## src/rtl/mem_pkg.sv

```systemverilog
// Shared definitions for the memory-stage load/store engine: RV32I funct3
// encodings, FSM state encoding and the default request timeout.
package mem_pkg;

   localparam logic [2:0] F3_B  = 3'b000;
   localparam logic [2:0] F3_H  = 3'b001;
   localparam logic [2:0] F3_W  = 3'b010;
   localparam logic [2:0] F3_BU = 3'b100;
   localparam logic [2:0] F3_HU = 3'b101;

   localparam int DEFAULT_MAX_WAIT = 15;

   typedef enum logic [1:0] {
      IDLE = 2'd0,
      REQ  = 2'd1,
      RESP = 2'd2
   } state_t;

   // Loads accept all five RV32I load encodings; stores accept only SB/SH/SW.
   function automatic logic f3_supported(input logic is_load, input logic [2:0] f3);
      if (is_load)
         return f3 inside {F3_B, F3_H, F3_W, F3_BU, F3_HU};
      return f3 inside {F3_B, F3_H, F3_W};
   endfunction

endpackage

```

## src/rtl/mem_access_unit_load_align.sv

```systemverilog
// Load data alignment: picks the addressed byte/half/word out of the memory
// read word and sign- or zero-extends it according to funct3.
module load_align
   import mem_pkg::*;
(
   input  logic [31:0] rdata,
   input  logic [1:0]  offset,
   input  logic [2:0]  funct3,
   output logic [31:0] result
);

   logic [7:0]  byte_sel;
   logic [15:0] half_sel;

   // NOTE: every always_comb output gets a value on every path (defaults or a
   // full case with default) so no latch is inferred.
   always_comb begin
      case (offset)
         2'd0:    byte_sel = rdata[7:0];
         2'd1:    byte_sel = rdata[15:8];
         2'd2:    byte_sel = rdata[23:16];
         default: byte_sel = rdata[31:24];
      endcase

      half_sel = offset[1] ? rdata[31:16] : rdata[15:0];

      case (funct3)
         F3_B:    result = {{24{byte_sel[7]}}, byte_sel};
         F3_BU:   result = {24'd0, byte_sel};
         F3_H:    result = {{16{half_sel[15]}}, half_sel};
         F3_HU:   result = {16'd0, half_sel};
         F3_W:    result = rdata;
         default: result = '0;
      endcase
   end

endmodule

```

## src/rtl/mem_access_unit.sv

```systemverilog
// Memory-stage load/store engine: req/ack handshake with data memory, byte
// lanes, load alignment and pipeline stall. Optional macro: MISALIGN_TRAP_EN.
module mem_access_unit
   import mem_pkg::*;
#(
   parameter int MAX_WAIT = DEFAULT_MAX_WAIT,
   parameter int ADDR_W   = 32
) (
   input  logic              clk,
   input  logic              rst,
   input  logic              valid,
   input  logic              memRead,
   input  logic              memWrite,
   input  logic [2:0]        funct3,
   input  logic [ADDR_W-1:0] addr,
   input  logic [31:0]       storeData,
   output logic              stall,
   output logic [31:0]       loadData,
   output logic              done,
   output logic              busErr,
   output logic              misaligned,
   output logic              memReq,
   output logic              memWe,
   output logic [ADDR_W-1:0] memAddr,
   output logic [3:0]        memBe,
   output logic [31:0]       memWdata,
   input  logic              memAck,
   input  logic [31:0]       memRdata
);

   localparam int WAIT_W = $clog2(MAX_WAIT + 1);

   state_t              state, state_next;
   logic [WAIT_W-1:0]   wait_cnt;
   logic [1:0]          lat_off;
   logic [2:0]          lat_f3;
   logic                mis_flag;
   logic                access, bad_f3, mis_hit, timeout;
   logic [3:0]          req_be;
   logic [31:0]         req_wdata;
   logic [31:0]         aligned;

   assign access     = valid & (memRead | memWrite);
   assign bad_f3     = !f3_supported(memRead, funct3);
   assign timeout    = (wait_cnt == WAIT_W'(MAX_WAIT - 1));
   assign stall      = access & (state != RESP);
   assign done       = (state == RESP);
   assign misaligned = mis_flag;

`ifdef MISALIGN_TRAP_EN
   assign mis_hit = ((funct3[1:0] == 2'b01) & addr[0]) |
                    ((funct3[1:0] == 2'b10) & (addr[1:0] != 2'b00));
`else
   assign mis_hit = 1'b0;
`endif

   always_comb begin
      req_be    = 4'b1111;
      req_wdata = storeData;
      if (memWrite & !memRead) begin
         case (funct3[1:0])
            2'b00: begin
               req_be    = 4'b0001 << addr[1:0];
               req_wdata = {4{storeData[7:0]}};
            end
            2'b01: begin
               req_be    = addr[1] ? 4'b1100 : 4'b0011;
               req_wdata = {2{storeData[15:0]}};
            end
            default: ;
         endcase
      end
   end

   always_comb begin
      state_next = state;
      case (state)
         IDLE:    if (access) state_next = (bad_f3 | mis_hit) ? RESP : REQ;
         REQ:     if (memAck | timeout) state_next = RESP;
         RESP:    state_next = IDLE;
         default: state_next = IDLE;
      endcase
   end

   // NOTE: sequential state uses non-blocking assignments only, so every
   // register samples the pre-edge values regardless of statement order.
   always_ff @(posedge clk) begin
      if (rst) state <= IDLE;
      else     state <= state_next;
   end

   load_align u_load_align (
      .rdata  (memRdata),
      .offset (lat_off),
      .funct3 (lat_f3),
      .result (aligned)
   );

   always_ff @(posedge clk) begin
      if (rst) begin
         memReq   <= 1'b0;
         memWe    <= 1'b0;
         memAddr  <= '0;
         memBe    <= '0;
         memWdata <= '0;
         loadData <= '0;
         busErr   <= 1'b0;
         mis_flag <= 1'b0;
         wait_cnt <= '0;
         lat_off  <= '0;
         lat_f3   <= '0;
      end else begin
         case (state)
            IDLE: if (access) begin
               if (bad_f3) begin
                  busErr   <= 1'b1;
                  loadData <= '0;
               end else if (mis_hit) begin
                  mis_flag <= 1'b1;
                  loadData <= '0;
               end else begin
                  memReq   <= 1'b1;
                  memWe    <= !memRead;
                  memAddr  <= {addr[ADDR_W-1:2], 2'b00};
                  memBe    <= req_be;
                  memWdata <= req_wdata;
                  lat_off  <= addr[1:0];
                  lat_f3   <= funct3;
                  wait_cnt <= '0;
               end
            end
            REQ: begin
               if (memAck) begin
                  memReq <= 1'b0;
                  if (!memWe) loadData <= aligned;
               end else if (timeout) begin
                  memReq   <= 1'b0;
                  busErr   <= 1'b1;
                  loadData <= '0;
               end else begin
                  wait_cnt <= wait_cnt + WAIT_W'(1);
               end
            end
            RESP: begin
               busErr   <= 1'b0;
               mis_flag <= 1'b0;
            end
            default: ;
         endcase
      end
   end

endmodule

```

## config.mk

```make
export PLATFORM = sky130hd
export DESIGN_NAME = mem_access_unit
export DESIGN_NICKNAME = d
export VERILOG_FILES = /design/src/rtl/mem_pkg.sv /design/src/rtl/mem_access_unit_load_align.sv /design/src/rtl/mem_access_unit.sv
export SDC_FILE = /design/constraint.sdc
export NUM_CORES = 1
export LEC_CHECK = 0
export CORE_MARGIN = 2
export CORE_UTILIZATION = 48
export CTS_CLUSTER_DIAMETER = 120
export DETAILED_ROUTE_END_ITERATION = 12
export HOLD_SLACK_MARGIN = 0.02
export PLACE_DENSITY = 0.86
export SLEW_MARGIN = 20
export SYNTH_ARGS = -nofsm -noshare
export SYNTH_HDL_FRONTEND = slang
export SYNTH_HIERARCHICAL = 1
export SYNTH_SLANG_ARGS = --single-unit
export TNS_END_PERCENT = 30
```

## constraint.sdc

```tcl
create_clock -name clk -period 2.79 [get_ports clk]
set_input_delay 0.279 -clock clk [delete_from_list [all_inputs] [get_ports clk]]
set_output_delay 0.279 -clock clk [all_outputs]
set_load 0.05 [all_outputs]
```

# Word-level counts from Yosys, hierarchy flattened
# Index checks and enable logic that the tools add are counted.
[totals]
out_inout_bits = 106
reg_bits = 112
input_bits = 105
[op_classes]
addsub = 1
n_eq_ne = 24
reduce_logical = 16
bitwise_logic = 5
n_mux = 36
shifts = 1
[op_table]
columns = ["cell", "n"]
rows = [
  ["32-bit 2-to-1 mux", 6],
  ["32-bit case mux with 5 select lines", 1],
  ["32-bit case mux with 2 select lines", 2],
  ["4-bit 2-to-1 mux", 6],
  ["8-bit case mux with 3 select lines", 1],
  ["16-bit 2-to-1 mux", 1],
  ["2-bit inequality test (second input constant)", 8],
  ["4-bit case mux with 2 select lines", 2],
  ["5-bit AND reduction", 3],
  ["3-bit equality test (second input constant)", 4],
  ["1-bit 2-to-1 mux", 11],
  ["2-bit by 1-bit equality test with 1-bit output (second input constant)", 3],
  ["3-bit by 1-bit equality test with 1-bit output (second input constant)", 2],
  ["3-bit by 2-bit equality test with 1-bit output (second input constant)", 2],
  ["2-bit zero test", 3],
  ["3-bit zero test", 2],
  ["2-bit 2-to-1 mux", 3],
  ["3-bit inequality test (second input constant)", 2],
  ["3-bit nonzero test", 2],
  ["5-bit nonzero test", 1],
  ["4-bit by 1-bit adder with 4-bit output (second input constant)", 1],
  ["2-bit equality test (second input constant)", 2],
  ["4-bit equality test (second input constant)", 1],
  ["2-bit case mux with 2 select lines", 1],
  ["other kinds (10)", 13],
]

# Depth between registers and ports, before layout
# Gate-level depths: netlist of run 1.
[depth]
word_depth = 7
mapped_depth = 7
mapped_depth_nobuf = 6

# By module
# Netlist of run 1, hierarchy kept.
[by_module_without_submodules]
columns = ["module", "seq_area_each_um2", "cells_each", "area_each_um2", "n_inst"]
rows = [
  ["mem_access_unit", 2242.2, 520, 4554.4, 1],
  ["load_align", 0.0, 134, 1071.0, 1],
]

# Worst setup path before layout of run 1
# No wires, ideal clock.
[synth_timing]
path_type = "reg2out"
startpoint = "register state[1]"
endpoint = "output stall"
n_path_buf = 1
slack_ns = 0.489
path_stages_with_launch = 5
arrival_ns = 2.022
required_ns = 2.511
path_cell_list = "dfxtp_1 -> clkinv_1 -> clkbuf_1 -> nor2_1 -> nor2_1"
[synth_via]
elab_chain_cells = 2
[synth_lines]
columns = ["item", "line_no", "text"]
rows = [
  ["start, declared", "mem_access_unit.sv:33", "state_t state, state_next;"],
  ["start signal, assigned", "mem_access_unit.sv:89", "else state <= state_next;"],
  ["2-bit inequality test", "mem_access_unit.sv:46", "assign stall = access & (state != RESP);"],
  ["1-bit AND", "mem_access_unit.sv:46", ""],
  ["end, declared", "mem_access_unit.sv:17", "output logic stall,"],
]
# No other way between the ends.

# Final worst setup path of run 1
[layout_timing]
startpoint = "register lat_off[0]"
endpoint = "register loadData[20]"
[layout_via]
elab_chain_cells = 6
elab_cells_between_ends = 8
classes_between = "2 x eq/ne; 5 x mux; 1 x reduce/logical"
[layout_lines]
columns = ["item", "line_no", "text"]
rows = [
  ["start, declared", "mem_access_unit.sv:35", "logic [1:0] lat_off;"],
  ["start signal, assigned", "mem_access_unit.sv:127", "lat_off <= addr[1:0];"],
  ["2-bit equality test (tied with other cells)", "mem_access_unit_load_align.sv:18", "case (offset)"],
  ["8-bit case mux with 3 select lines *", "mem_access_unit_load_align.sv:18", ""],
  ["32-bit case mux with 5 select lines *", "mem_access_unit_load_align.sv:27", "case (funct3)"],
  ["net aligned[20]", "mem_access_unit.sv:41", "logic [31:0] aligned;"],
  ["32-bit 2-to-1 mux *", "mem_access_unit.sv:135", "if (!memWe) loadData <= aligned;"],
  ["32-bit 2-to-1 mux *", "mem_access_unit.sv:133", "if (memAck) begin"],
  ["32-bit case mux with 2 select lines *", "mem_access_unit.sv:113", "case (state)"],
  ["end signal, assigned", "mem_access_unit.sv:135", ""],
  ["end, declared", "mem_access_unit.sv:18", "output logic [31:0] loadData,"],
]
# Mark *: on every way through the listed nets, which the timed path passes. The rest lies on a longest branch. The select of a mux whose other input is x is not followed.
# A chain may end at the register's enable or synchronous reset.

==> flow_summary.toml, run 1 <==
[outcome]
status = "completed"

[worst_setup_path]
r2r_end = "loadData[20]"
cp-start-kind = "flop"
cp.required_ns = 3.02
worstPathMaxFanout = 20
worstRegToRegCells = 7
critical_path_class = "reg2reg"
startpoint = "lat_off[0]"
cp.arrival_ns = 2.42
crit_path_end_kind = "flop"
r2r_slack_ns = 0.59
r2r-start = "lat_off[0]"

[synth]
seq_area_frac_synth_pct = 39.9
synth-simple-area-share_pct = 18.0
synth_xor_area_share_pct = 0
ys.flop_type = "dfxtp_1"
synthTopCellsByArea = "dfxtp_1, o21ai_0, mux2i_1"
syn_area_per_cell_um2 = 8.60
synthCells = 654
yosys.area_share.adder_pct = 0.445
async_reset_ff_share_pct = 0
syn_area_mm2 = 0.00563
yosysUniqueCellTypes = 55
ys_ff_latch = 112
synth_compound_area_share_pct = 27.0
yosysTopAreaCell = "dfxtp_1"
synth_top_family_by_area = "compound AO/OA/AOI/OAI gates"
netlist.area_leader.share_pct = 39.9
ys_warn_count = 6
synth-edff-count = 0
synth_mux_area_share_pct = 8.45

[global_route]
grt_overflow = 0
grt_max_degree = 60
grt_pass1_vias = 5714
track_usage_pct = 28.1
grt_pass1_wl_um = 28900
antenna_found_initial = 0

[timing]
period_share_pct = 78.7
relSlewSlack_pct = 44.3
period_minus_slack_ns = 2.20
fin_skew_ns = 0.00648
fmax_ghz = 0.456
layout_setup_ws_ns = 0.595
tightest_slew_ns = 0.832
rsz0062_at_grt = "false"
final.setup.tns_ns = 0
hold_violations = 0
drv_slew = 0
setup_viol = 0

[power]
p_total_w = 0.00411
power_leakage_nw = 2.75
peakVddDrop_mv = 0.390
power.density_mw_per_mm2 = 513

[cells_and_area]
antenna_cells = 0
nNetsFinal = 933
n_fill_cell = 878
final_cell_mix = "clkdlybuf4s50_1, dfxtp_1, o21ai_0"
mostFrequentLayoutCell = "clkdlybuf4s50_1"
post-route-util_pct = 70.2
drive_gt1_share_pct = 8.42
area_growth_syn_to_layout_pct = 42.4

[detailed_routing]
avgRoutedWirePerCell_um = 18.6
finalWirelength_um = 18200
antenna_left = 0
dr.pass1.iters = 5
vias_per_cell = 5.97
drc = 0
vias = 5813
drt_iter0_markers = 423

[clock_network]
clk_pin_slew_worst_paths_ns = 0.07
cts-htree-levels = 3
clockBufferDepth = 2
ctsRootBufferMaster = "clkbuf_16"
cts_hold_buf = 0
cts.sinks = 112
clk_latency_ns = 0.35
cts_setup_buffers = 0
cts_tree = "built"
ctsResizeCount = 0
cts_buffers = 9

[die]
die_x_um = 112
rows = 39
core_area_mm2 = 0.0114
initial_core_util_pct = 49.3
die_h_um = 112
dieArea_mm2 = 0.0126
pin_count = 211

[placed_design]
port_buffers = 207
dpl.hpwl_um = 13000
gp_congestion = 0.931
place_ws_ns = 0.152

[run]
drv_cap = 0

[min_path]
min_path_cells = 2
min_to = "memReq"
hold_start = "rst"
hp-class = "in2reg"
==> stage by stage <==
stage / instances / hold slack (ns) / area [um2]
2_1_floorplan: 656 / 0.376 / 5630
3_3_place_gp: 958 / 0.455 / 7710
3_5_place_dp: 958 / 0.458 / 7710
4_1_cts: 974 / 0.370 / 8010
5_1_grt: 974 / 0.429 / 8010
6_report: 974 / 0.390 / 8010
==> synth_stat cells, types with 7 or more instances <==
cell type and number:
buf_2 19, mux2i_1 34, o211ai_1 7, clkbuf_1 36, a211oi_1 12, nand2b_1 38
a21oi_1 62, o211ai_2 10, o21ai_1 9, o221ai_1 8, o21ai_0 77, dfxtp_1 112
a221o_1 18, nand2_1 48, nor2_1 20, nand3_1 65
==> cell families (layout without fill, tap and decap cells) <==
| logic type | Yosys count | in the layout |
|---|---|---|
| AO/OA/AOI/OAI | 231 | 231 |
| adder cells (fa/ha/maj) | 2 | 2 |
| buffers and inverters | 70 | 245 |
| flip-flops | 112 | 112 |
| multiplexers | 42 | 42 |
| other | 1 | 3 |
| AND/OR/NAND/NOR | 196 | 196 |
==> final cells by class <==
class	count	area, um2	area share [%]
multi-input cells	474	3060	38.3
flip-flops and latches	112	2240	28.0
repair buffers	225	2210	27.6
clock buffers	11	243	3.03
well taps	143	179	2.23
clock inverters	5	56.3	0.703
inverters	4	15.0	0.187
==> worst max-delay path by stage <==
stage	slack, ns	to
2_1_floorplan	0.49	stall
3_3_place_gp	0.33	memWdata[24]
3_5_place_dp	0.15	memWdata[29]
4_1_cts	0.53	memWdata[11]
5_1_grt	0.50	loadData[21]
6_report	0.59	loadData[20]
==> where the power goes <==
part	internal, W	switching [W]	leakage, nW
combinational	0.000436	0.000642	1.70
sequential	0.00167	0.0000539	0.911
clock	0.000720	0.000584	0.145
total	0.00283	0.00128	2.75
==> metal layers <==
metal	share of wire, %	GRT usage [%]
met5	0	0
met4	2.9	11.2
met2	47	46.6
met1	38	32.6
met3	11	11.3
==> registers in the layout, indices dropped and copies added (netlist names) <==
name,cells
memReq,1
lat_off,2
state,2
memWdata,32
lat_f3,3
memBe,4
memAddr,30
busErr,1
wait_cnt,4
memWe,1
loadData,32
==> worst max-delay path, stage by stage, from the launching register on <==
cell and delay [ns]:
dfxtp_1 0.39, buf_4 0.24, mux2_2 0.39, a22oi_4 0.51, buf_4 0.27, o211ai_2 0.08
nand2_1 0.11, o21ai_0 0.08
Note: power is estimated with default switching activity, not from simulation.
==> run 2: changes to the inputs <==
--- a/config.mk
+++ b/config.mk
@@ -6,11 +6,11 @@
 export NUM_CORES = 1
 export LEC_CHECK = 0
 export CORE_MARGIN = 2
-export CORE_UTILIZATION = 48
+export CORE_UTILIZATION = 45
 export CTS_CLUSTER_DIAMETER = 120
 export DETAILED_ROUTE_END_ITERATION = 12
 export HOLD_SLACK_MARGIN = 0.02
-export PLACE_DENSITY = 0.86
+export PLACE_DENSITY = 0.81
 export SLEW_MARGIN = 20
 export SYNTH_ARGS = -nofsm -noshare
 export SYNTH_HDL_FRONTEND = slang
==> constraint.sdc (replaced) <==
create_clock -name clk -period 2.28 [get_ports clk]
set_input_delay 0.228 -clock clk [delete_from_list [all_inputs] [get_ports clk]]
set_output_delay 0.228 -clock clk [all_outputs]
set_load 0.05 [all_outputs]
==> run 2 against run 1 <==
  * First-iteration DRC count up 28%
  * Combinational power grew 24%
  * Via count increased by 0.34%
  * Non-clock buffer count up 8
  * Die area grew 6.4%
  * Clock power up 15%
  * Largest cell class unchanged
==> flow_summary.toml, run 2 (synthesized netlist as in run 1, its figures left out) <==
[outcome]
status = "completed"

[cells_and_area]
fin_area_mm2 = 0.00812
antenna_cells = 0
mostFrequentLayoutCell = "clkdlybuf4s50_1"
reg.largest.list = "loadData x32, memWdata x32, memAddr x30"
final_cell_mix = "clkdlybuf4s50_1, dfxtp_1, o21ai_0"
area_growth_syn_to_layout_pct = 44.3
drive_gt1_share_pct = 9.06
finalNonFillerCells = 1007
nNetsFinal = 941

[clock_network]
cts_setup_buffers = 0
cts_buffers = 9
cts_tree = "built"
cts_hold_buf = 0
clockBufferDepth = 2
ctsRootBufferMaster = "clkbuf_16"
clk_pin_slew_worst_paths_ns = 0.07
clk_latency_ns = 0.35
cts-htree-levels = 3
ctsResizeCount = 0
cts.sinks = 112

[timing]
fin_skew_ns = 0.00724
hold_violations = 0
period_share_pct = 84.9
fmax_ghz = 0.517
rsz0062_at_grt = "false"
relSlewSlack_pct = 51.7
setup_viol = 0
tightest_slew_ns = 0.725
drv_slew = 0
period_minus_slack_ns = 1.94

[min_path]
hold_start = "rst"
hp-class = "in2reg"
min_path_cells = 2
min_to = "wait_cnt[1]"

[run]
drv_cap = 0

[global_route]
track_usage_pct = 27.1
grt_max_degree = 58
grt_pass1_vias = 5692
grt_overflow = 0
grt_pass1_wl_um = 28800
antenna_found_initial = 0

[die]
die_x_um = 116
die_h_um = 116
dieArea_mm2 = 0.0134
core_area_mm2 = 0.0121
initial_core_util_pct = 46.4
rows = 40
pin_count = 211

[worst_setup_path]
cp.arrival_ns = 2.20
crit_path_end_kind = "flop"
critical_path_class = "in2reg"
cp.required_ns = 2.54
cp-start-kind = "input port"
r2r_end = "loadData[3]"
r2r-start = "lat_off[1]"
worstPathMaxFanout = 57
worstRegToRegCells = 5
r2r_slack_ns = 0.45

[power]
peakVddDrop_mv = 0.468
comb_power_share_pct = 27.0
power_frac_seq_pct = 42.7
power.density_mw_per_mm2 = 611
power_leakage_nw = 2.79
p_total_w = 0.00496
p_switching_w = 0.00155
internal_power_w = 0.00341
power.share.clock_pct = 30.3
swShare_pct = 31.3

[placed_design]
dpl.hpwl_um = 13100
placedCellCount = 991
gp_congestion = 0.903
port_buffers = 207
placed_area_mm2 = 0.00784

[detailed_routing]
drt_iter0_markers = 542
avgRoutedWirePerCell_um = 18.1
vias = 5833
drc = 0
dr.pass1.iters = 5
vias_per_cell = 5.79
antenna_left = 0
finalWirelength_um = 18300
[run 2: cell types whose count changed in the layout (fill, tap and decap cells not counted), sizes merged]
| cell | change |
|---|---|
| buf | +8 |
| bufinv | -1 |
| clkbuf | +3 |
| clkinv | -1 |
| clkinvlp | -1 |
[run 2: worst max-delay path by stage]
stage | startpoint | end | slack, ns
3_3_place_gp | memRead | memWdata[13] | -0.03
2_1_floorplan | state[1] | stall | 0.03
6_report | funct3[1] | memWdata[20] | 0.34
3_5_place_dp | memRead | memWdata[26] | -0.16
5_1_grt | funct3[1] | memBe[3] | 0.18
4_1_cts | memRead | memWdata[9] | 0.19
[run 2: worst max-delay path, cell delays in order]
cell and delay (ns):
clkdlybuf4s50_1 0.47, a21o_1 0.27, a211oi_4 0.29, buf_4 0.52
a21oi_1 0.15, a211oi_1 0.25
[run 2: metrics by stage]
step / setup WS [ns] / hold slack (ns) / setup TNS [ns] / util, %
floorplan: 0.0304 / 0.325 / 0 / -
global placement: -0.0260 / 0.453 / -0.395 / 64.7
detailed placement: -0.156 / 0.459 / -2.31 / 64.7
CTS: 0.194 / 0.333 / 0 / 67.0
global route: 0.179 / 0.372 / 0 / 67.0
finish: 0.345 / 0.360 / 0 / 67.0
[run 2: area by class of cell]
type                       count  area (um2)
timing repair buffer         233        2310
inverter                       4        15.0
multi-input combinational    474        3060
clock inverter                 2        13.8
tap                          168         210
fill                         978        3990
clock buffer                  14         264
sequential                   112        2240
[run 2: metal layers]
| layer | vias up | share of wire, % | GRT usage, % |
|---|---|---|---|
| met5 | - | 0 | 0 |
| met2 | 276 | 48 | 45.1 |
| met1 | 2765 | 39 | 32.2 |
| met4 | 0 | 2.3 | 10.9 |
| li1 | 2756 | - | - |
| met3 | 36 | 10 | 9.41 |
[run 2: power groups by stage]
stage	sequential (W)	clock, W	combinational (W)
5_1_grt	0.00213	0.00162	0.00141
3_3_place_gp	0.00216	0	0.00130
2_1_floorplan	0.00244	0	0.000523
3_5_place_dp	0.00216	0	0.00133
6_report	0.00212	0.00150	0.00134
4_1_cts	0.00212	0.00153	0.00133
